### src/rtl/video_timing_ctrl.sv
// video_timing_ctrl: raster sequencer producing aligned sync/position/active outputs and scheduling one line fetch per active line
module video_timing_ctrl #(
  parameter int H_ACTIVE = 640,
  parameter int H_FRONT  = 16,
  parameter int H_SYNC   = 96,
  parameter int H_BACK   = 48,
  parameter int V_ACTIVE = 480,
  parameter int V_FRONT  = 10,
  parameter int V_SYNC   = 2,
  parameter int V_BACK   = 33,
  parameter int SYNC_POL = 0,
  parameter int COUNT_W  = 10
) (
  input  logic               clock,
  input  logic               i_reset,
  input  logic               i_enable,
  output logic [COUNT_W-1:0] o_col,
  output logic [COUNT_W-1:0] o_row,
  output logic               o_hsync,
  output logic               o_vsync,
  output logic               o_active,
  output logic               o_frame_start,
  output logic               o_fetch_req,
  output logic [COUNT_W-1:0] o_fetch_line,
  input  logic               i_fetch_ack,
  output logic               o_underrun,
  input  logic               i_underrun_clr
);
  localparam int H_TOTAL = H_ACTIVE + H_FRONT + H_SYNC + H_BACK;
  localparam int V_TOTAL = V_ACTIVE + V_FRONT + V_SYNC + V_BACK;
  localparam logic [COUNT_W-1:0] H_LAST   = COUNT_W'(H_TOTAL - 1);
  localparam logic [COUNT_W-1:0] V_LAST   = COUNT_W'(V_TOTAL - 1);
  localparam logic [COUNT_W-1:0] H_ACT    = COUNT_W'(H_ACTIVE);
  localparam logic [COUNT_W-1:0] V_ACT    = COUNT_W'(V_ACTIVE);
  localparam logic [COUNT_W-1:0] HS_START = COUNT_W'(H_ACTIVE + H_FRONT);
  localparam logic [COUNT_W-1:0] HS_END   = COUNT_W'(H_ACTIVE + H_FRONT + H_SYNC);
  localparam logic [COUNT_W-1:0] VS_START = COUNT_W'(V_ACTIVE + V_FRONT);
  localparam logic [COUNT_W-1:0] VS_END   = COUNT_W'(V_ACTIVE + V_FRONT + V_SYNC);
  localparam logic ASSERTED = (SYNC_POL != 0);

  typedef enum logic {IDLE, REQ} state_t;

  state_t             state_q, state_d;
  logic [COUNT_W-1:0] col_q, col_d, row_q, row_d, line_q, line_d, next_row;
  logic               hsync_q, hsync_d, vsync_q, vsync_d, active_q, active_d;
  logic               fs_q, fs_d, und_q, und_d, deadline, und_set;

  // next raster position; disabled parks on the last pixel so the first enabled cycle shows (0,0)
  always_comb begin
    next_row = row_q == V_LAST ? '0 : row_q + 1'b1;
    col_d    = !i_enable ? H_LAST : (col_q == H_LAST ? '0 : col_q + 1'b1);
    row_d    = !i_enable ? V_LAST : (col_q == H_LAST ? next_row : row_q);
    hsync_d  = (col_d >= HS_START && col_d < HS_END) ? ASSERTED : !ASSERTED;
    vsync_d  = (row_d >= VS_START && row_d < VS_END) ? ASSERTED : !ASSERTED;
    active_d = col_d < H_ACT && row_d < V_ACT;
    fs_d     = col_d == '0 && row_d == '0;
  end

  // fetch scheduling: request the next line once the current line's active part ends
  always_comb begin
    state_d  = state_q;
    line_d   = line_q;
    deadline = col_q == '0 && row_q == line_q;
    und_set  = state_q == REQ && i_enable && !i_fetch_ack && deadline;
    if (state_q == IDLE) begin
      if (i_enable && col_q == H_ACT && next_row < V_ACT) begin
        state_d = REQ;
        line_d  = next_row;
      end
    end else if (!i_enable || i_fetch_ack || deadline) begin
      state_d = IDLE;
    end
    und_d = und_set | (und_q & !i_underrun_clr);
  end

  // all outputs registered together so they describe the same pixel
  always_ff @(posedge clock or negedge i_reset) begin
    if (!i_reset) begin
      col_q    <= H_LAST;
      row_q    <= V_LAST;
      hsync_q  <= !ASSERTED;
      vsync_q  <= !ASSERTED;
      active_q <= 1'b0;
      fs_q     <= 1'b0;
      state_q  <= IDLE;
      line_q   <= '0;
      und_q    <= 1'b0;
    end else begin
      col_q    <= col_d;
      row_q    <= row_d;
      hsync_q  <= hsync_d;
      vsync_q  <= vsync_d;
      active_q <= active_d;
      fs_q     <= fs_d;
      state_q  <= state_d;
      line_q   <= line_d;
      und_q    <= und_d;
    end
  end

  assign o_col         = col_q;
  assign o_row         = row_q;
  assign o_hsync       = hsync_q;
  assign o_vsync       = vsync_q;
  assign o_active      = active_q;
  assign o_frame_start = fs_q;
  assign o_fetch_req   = state_q == REQ;
  assign o_fetch_line  = line_q;
  assign o_underrun    = und_q;
endmodule

### config.mk
export PLATFORM = sky130hd
export DESIGN_NAME = video_timing_ctrl
export DESIGN_NICKNAME = d
export VERILOG_FILES = /design/src/rtl/video_timing_ctrl.sv
export SDC_FILE = /design/constraint.sdc
export NUM_CORES = 1
export LEC_CHECK = 0
export ABC_AREA = 1
export BUFFER_PORTS_ARGS = -buffer_cell sky130_fd_sc_hd__clkbuf_2
export CORE_UTILIZATION = 56
export CTS_CLUSTER_SIZE = 40
export DETAILED_ROUTE_END_ITERATION = 10
export PLACE_DENSITY = 0.87
export SYNTH_ARGS = -nofsm -noshare
export SYNTH_HDL_FRONTEND = slang
export SYNTH_SLANG_ARGS = --single-unit
### constraint.sdc
create_clock -name clock -period 2.51 [get_ports clock]
set_input_delay 0.6275 -clock clock [delete_from_list [all_inputs] [get_ports clock]]
set_output_delay 0.6275 -clock clock [all_outputs]
set_load 0.05 [all_outputs]
==> metrics, run 1 <==
status=finished clean; die height=around 66 um; CTS Buf Count=5; Final min period=between 2 and 2.5 ns; first-pass GRT wire length=9180 um; most instantiated library cell after synthesis=nand2_1; clock root buffer=clkbuf_8; clock sinks=36; Pins Over Slew Limit=0; P_sw=1.41 mW; Antenna diodes=0; clk_lat worst skew=~0.3 ns; gr usage total=0.286; max incr delay on CP=around 0.5 ns; Chip Width=about 66 um; crit path kind=reg -> reg; Hold WC Path Type=in -> async; CP arrival=roughly 2.3 ns; CP Max Fanout=17; HPWL after detailed placement=approximately 4100 um; CTS Hold Bufs=0; Slew headroom=0.434; fin crit share=0.857; part of the power in registers=0.322; Critical Path Sink=o_fetch_line[8]$_DFFE_PN0P_; Gate Count Post-Synth=298; Synth top cells by count=nand2_1 (89), inv_1 (38), nor2_1 (30), dfrtp_1 (24), nand3_1 (20); Int Power=between 1 and 1.5 mW; FMAX=465 MHz; DR pass1 iterations=5; vias in the first global route=between 2,000 and 2,500; RSZ-0062 raised after global routing=no; WP buf/inv=1; Main synth FF type=dfrtp_1; setup TNS=0 ns; maxcap violations=0; CTS max path bufs=2; DR vias/cell=5.49; io pins=between 40 and 50; DRT iter0 DRCs=149; reg-to-reg startpoint=o_row[1]$_DFF_PN0_; CP endpoint kind=flip-flop; count of final setup violators=0; Final Hold Vio Count=0; FF-to-FF setup slack=0.36 ns; Clock Skew=around 0.0065 ns; Mean Syn Cell Area=7.63 sq um; logic gate share of total power=0.497; GRT Residual Overflow=0; Cell variety after synth=36; Post-Place Cells=roughly 380; TritonCTS clock tree=done; Worst Tran Pin Value=approximately 0.85 ns; Reg clk slew, reported paths=roughly 0.07 ns; power density over the cells=about 1100 mW/mm^2; WP data required=approximately 2.7 ns; sequential area share after synthesis=0.403; area post-placement=0.00250 sq mm; synthesized net count=about 310; CP max stage cell=dfrtp_1; cell mode on critical path=nand2_1; layout cells sized above 1=0.275; asr flop ratio synth=1.00; EDFF count, synth=0; area leader, netlist=dfrtp_1; Synth top area share=0.264; initial core utilization=0.603; FF+latch count, synth=36; CP startpoint=o_row[1]$_DFF_PN0_; Sw Ratio=0.503; VDD IR max=about 890 uV; fin area=about 0.0026 sq mm; synth warn=0; Startpoint Class=flip-flop; part of the power in the clock network=0.181; via count of the routed design=2,141; R2R depth=12; Cell Rows=22; # port buffers=40; Routability Congestion=about 0.91; post-route ant nets=0; largest net degree at the start of global routing=37; delay-heaviest family, CP=simple AND/OR/NAND/NOR gates; Layout area overhead=14.8%; DRC=0; Post-CTS Repair Setup Buffers=0; Routed WL=roughly 5500 um; Synth area leaders=dfrtp_1 (26%), nand2_1 (15%), dfstp_2 (14%); initial antenna violation count=0; Reg-to-Reg End=o_fetch_line[8]$_DFFE_PN0P_; nets=350; static leakage=1.38 nW; core area=0.00377 sq mm; Die Area=between 0.004 and 0.005 sq mm; Syn Std Cell Area=0.00227 sq mm; Avg WL per Cell=14.1 um; fin cells=around 400; H-tree depth=2; Worst path depth=12; Post-CTS Resized=0; worst-path cell chain=ha_1, nand3_1, nor2_1, nand3_2, nor2_1, nand2_1, nand2_1, nand4_1, nand2_4, inv_1, nand2_1, nand2_1
## logic make-up (layout without fill, tap and decap cells)
kind of cell,after synthesis,in the layout,synth area share
simple gates,173,173,0.366
compound gates,25,25,0.0759
buf+inv,50,94,0.0952
fa+ha+maj,4,4,0.0220
flops,36,36,0.403
xor+xnor,10,10,0.0385
## worst min-delay path by stage
| stage | from | end | depth (start not counted) |
|---|---|---|---|
| global route | i_reset | o_underrun$_DFF_PN0_ | 1 |
| detailed placement | o_fetch_line[1]$_DFFE_PN0P_ | o_fetch_line[1]$_DFFE_PN0P_ | 2 |
| floorplan | i_reset | o_active$_DFF_PN0_ | 0 |
| global placement | o_fetch_line[8]$_DFFE_PN0P_ | o_fetch_line[8]$_DFFE_PN0P_ | 2 |
| finish | i_reset | o_underrun$_DFF_PN0_ | 1 |
| CTS | i_reset | o_fetch_line[9]$_DFFE_PN0P_ | 1 |
## power by group through the flow
| stage | Combinational [mW] | Clock, mW | Sequential [mW] |
|---|---|---|---|
| 3_3_place_gp | 1.36 | 0 | 0.899 |
| 6_report | 1.40 | 0.510 | 0.905 |
| 4_1_cts | 1.39 | 0.514 | 0.899 |
| 3_5_place_dp | 1.37 | 0 | 0.907 |
| 2_1_floorplan | 0.826 | 0 | 1.16 |
| 5_1_grt | 1.52 | 0.542 | 0.924 |
## layout make-up
class	instances	area [sq um]
Multi-Input combinational cell	212	1140
Sequential cell	36	916
Tap cell	48	60.1
Inverter	45	174
Clock buffer	5	68.8
Clock inverter	3	42.5
Timing Repair Buffer	41	208
Fill cell	302	1160
## metal layers
layer | routed length (um) | share of wire | global-route usage | vias to the layer above
li1 | - | - | - | 1038
met1 | 2470 | 0.45 | 0.374 | 982
met2 | 2450 | 0.45 | 0.439 | 99
met3 | 394 | 0.072 | 0.0851 | 22
met4 | 170 | 0.031 | 0.120 | 0
met5 | 0 | 0 | 0 | -
## metrics by stage
step                hold slack (ns)   util  total power, mW  setup slack (ns)
floorplan                     0.332      -             1.99             0.385
global placement              0.507  0.663             2.26             0.440
detailed placement            0.523  0.663             2.28             0.410
CTS                           0.462  0.692             2.80             0.384
global route                  0.498  0.692             2.99             0.204
finish                        0.429  0.692             2.81             0.360
## registers in the layout, indices dropped and copies added (netlist names)
name and flops:
o_fetch_req 1, o_underrun 1, o_row 10, o_vsync 1, o_col 10, o_hsync 1, o_frame_start 1, o_active 1
o_fetch_line 10
## cells in the final DEF, fill, tap and decap left out, types with 2 or more instances in the layout
cell type	Yosys	routed
a21oi_2	2	2
xor2_1	3	3
nand2_4	3	3
dfrtp_1	24	24
nor3_1	5	5
nand3_1	20	20
dfstp_2	12	12
clkbuf_2	0	40
nand3_4	2	2
ha_1	4	4
nor2_2	5	5
nor2_1	30	30
xnor2_1	7	7
nand3_2	3	3
o21ai_1	3	3
inv_1	38	38
nand4_1	9	9
o21ai_0	3	3
a21oi_1	3	3
o21ai_2	7	7
nand2_1	89	89
clkbuf_8	0	5
inv_2	6	6
o22ai_1	4	4
(Power assumes the default switching activity.)
==> run 2: changes to the inputs <==
--- a/config.mk
+++ b/config.mk
@@ -11,6 +11,7 @@
 export CTS_CLUSTER_SIZE = 40
 export DETAILED_ROUTE_END_ITERATION = 10
 export PLACE_DENSITY = 0.87
+export REMOVE_ABC_BUFFERS = 1
 export SYNTH_ARGS = -nofsm -noshare
 export SYNTH_HDL_FRONTEND = slang
 export SYNTH_SLANG_ARGS = --single-unit
==> run 2 against run 1 <==
- non-clock buffer count is the same
- maximum frequency grew 2.6%
- clock-buffer cell count is the same
- worst hold slack gained 0.0075 ns
- register-to-register slack gained 0.05 ns
- worst setup slack gained 0.053 ns
- sequential share of layout area is the same
- highest routed layer unchanged
==> metrics, run 2 (same netlist as run 1, synthesis figures left out) <==
status=finished clean; via count of the routed design=2,113 (-1.3%); Post-CTS Repair Setup Buffers=0 (unchanged); HPWL after detailed placement=4140 um (+1.6%); layout cells sized above 1=0.275 (unchanged); RSZ-0062 raised after global routing=no; Chip Width=65.7 um (unchanged); cell mode on critical path=nand2_1; Worst Tran Pin Value=0.866 ns (+0.0172 ns); largest net degree at the start of global routing=37 (unchanged); post-route ant nets=0 (unchanged); gr usage total=0.284 (-0.00243); fin worst setup slack=0.414 ns (+0.0535 ns); CP arrival=2.28 ns (-0.06 ns); max incr delay on CP=0.50 ns (about the same); setup TNS=0 ns (unchanged); DR pass1 iterations=4 (-1); WP data required=2.70 ns (about the same); CTS Buf Count=5 (unchanged); commonest non-fill, non-tap cell in the layout=nand2_1; delay-heaviest family, CP=simple AND/OR/NAND/NOR gates; power density over the cells=1070 mW/mm^2 (-0.17%); CTS Hold Bufs=0 (unchanged); multi-input logic area=0.00114 sq mm (unchanged); crit path kind=reg -> reg; CP max stage cell=dfrtp_1; DRT iter0 DRCs=159 (+6.7%); clk_lat worst skew=0.29 ns (about the same); clock root buffer=clkbuf_8; Hold Slack=0.437 ns (+0.00749 ns); vias in the first global route=2,018 (-0.59%); fin crit share=0.835 (-0.0213); worst-path cell chain=ha_1, nand3_1, nor2_1, nand3_2, nor2_1, nand2_1, nand2_1, nand4_1, nand2_4, inv_1, nand2_1, nand2_1; Post-CTS Resized=0 (unchanged); Antenna diodes=0 (unchanged); FMAX=477 MHz (+2.6%); WP buf/inv=1 (unchanged); TritonCTS clock tree=done; DR vias/cell=5.42 (-1.3%); Pins Over Slew Limit=0 (unchanged); fill count=305 (+0.99%); GRT Residual Overflow=0 (unchanged); reg-to-reg startpoint=o_row[1]$_DFF_PN0_; Reg area=916 sq um (unchanged); Clock Skew=0.00555 ns (-0.000992 ns); H-tree depth=2 (unchanged); Cell Rows=22 (unchanged); Reg clk slew, reported paths=0.08 ns (about the same); Startpoint Class=flip-flop; CTS max path bufs=2 (unchanged); Final min period=2.10 ns (-0.0535 ns); Setup WS pre-CTS=0.430 ns (+0.0199 ns); clock sinks=36 (unchanged); io pins=41 (unchanged); nets=350 (unchanged); initial antenna violation count=0 (unchanged); Die Area=0.00432 sq mm (unchanged); Slew headroom=0.423 (-0.0115); static leakage=1.38 nW (unchanged); Hold WC Path Type=in -> async; CP Max Fanout=17 (unchanged); Routed WL=5470 um (-0.26%); commonest non-fill, non-tap cells in the layout=nand2_1 (89), clkbuf_2 (40), inv_1 (38), nor2_1 (30), dfrtp_1 (24); VDD IR max=764 uV (-14%); DRC=0 (unchanged); core area=0.00377 sq mm (unchanged); die height=65.7 um (unchanged); power after layout=2.81 mW (-0.17%); count of final setup violators=0 (unchanged); # port buffers=40 (unchanged); Routability Congestion=0.899 (-0.83%); CP endpoint kind=flip-flop; maxcap violations=0 (unchanged); Final Hold Vio Count=0 (unchanged); Layout area overhead=14.8% (unchanged); first-pass GRT wire length=9090 um (-0.90%); CP startpoint=o_row[1]$_DFF_PN0_; Avg WL per Cell=14.0 um (-0.26%); initial core utilization=0.603 (unchanged)
[run 2: cell counts in the layout (fill, tap and decap cells not counted)]
Identical to the previous run, type by type.
[run 2: layer usage]
layer	track usage	share of wire	up-vias
li1	-	-	1030
met4	0.111	0.021	0
met3	0.0712	0.081	15
met2	0.432	0.46	102
met5	0	0	-
met1	0.384	0.44	966
[run 2: worst register-to-register path, cell delays in order (launching register included)]
cell and delay, ns:
dfrtp_1 0.50, ha_1 0.25, nand3_1 0.11, nor2_1 0.14, nand3_2 0.11, nor2_1 0.11
nand2_1 0.06, nand2_1 0.12, nand4_1 0.15, nand2_4 0.22, inv_1 0.10, nand2_1 0.07
nand2_1 0.05
[run 2: per-stage QoR]
step           cell area, sq um  instances   util
2_1_floorplan              2230        293      -
6_report                   2610        390  0.692
3_3_place_gp               2500        382  0.663
5_1_grt                    2610        390  0.692
4_1_cts                    2610        390  0.692
3_5_place_dp               2500        382  0.663
[run 2: final cells by class]
class | instances | area share
well taps | 48 | 0.0230
repair buffers | 41 | 0.0795
clock buffers | 5 | 0.0264
multi-input cells | 212 | 0.437
flip-flops and latches | 36 | 0.351
clock inverters | 3 | 0.0163
inverters | 45 | 0.0666
[run 2: path summary, 6_finish.rpt]
path                                                to  slack (ns)  depth (start not counted)
max in group asynchronous           o_active$_DFF_PN0_        1.53                          1
min in group clock                o_underrun$_DFF_PN0_        0.52                          2
hold / removal             o_fetch_line[1]$_DFFE_PN0P_        0.44                          1
setup reg to reg           o_fetch_line[8]$_DFFE_PN0P_        0.41                         12
hold reg to reg            o_fetch_line[9]$_DFFE_PN0P_        0.55                          2
setup / recovery           o_fetch_line[8]$_DFFE_PN0P_        0.41                         12
[run 2: power breakdown]
part	internal, mW	switching [mW]
Sequential	0.726	0.180
Clock	0.294	0.214
Combinational	0.377	1.02
Total	1.40	1.41
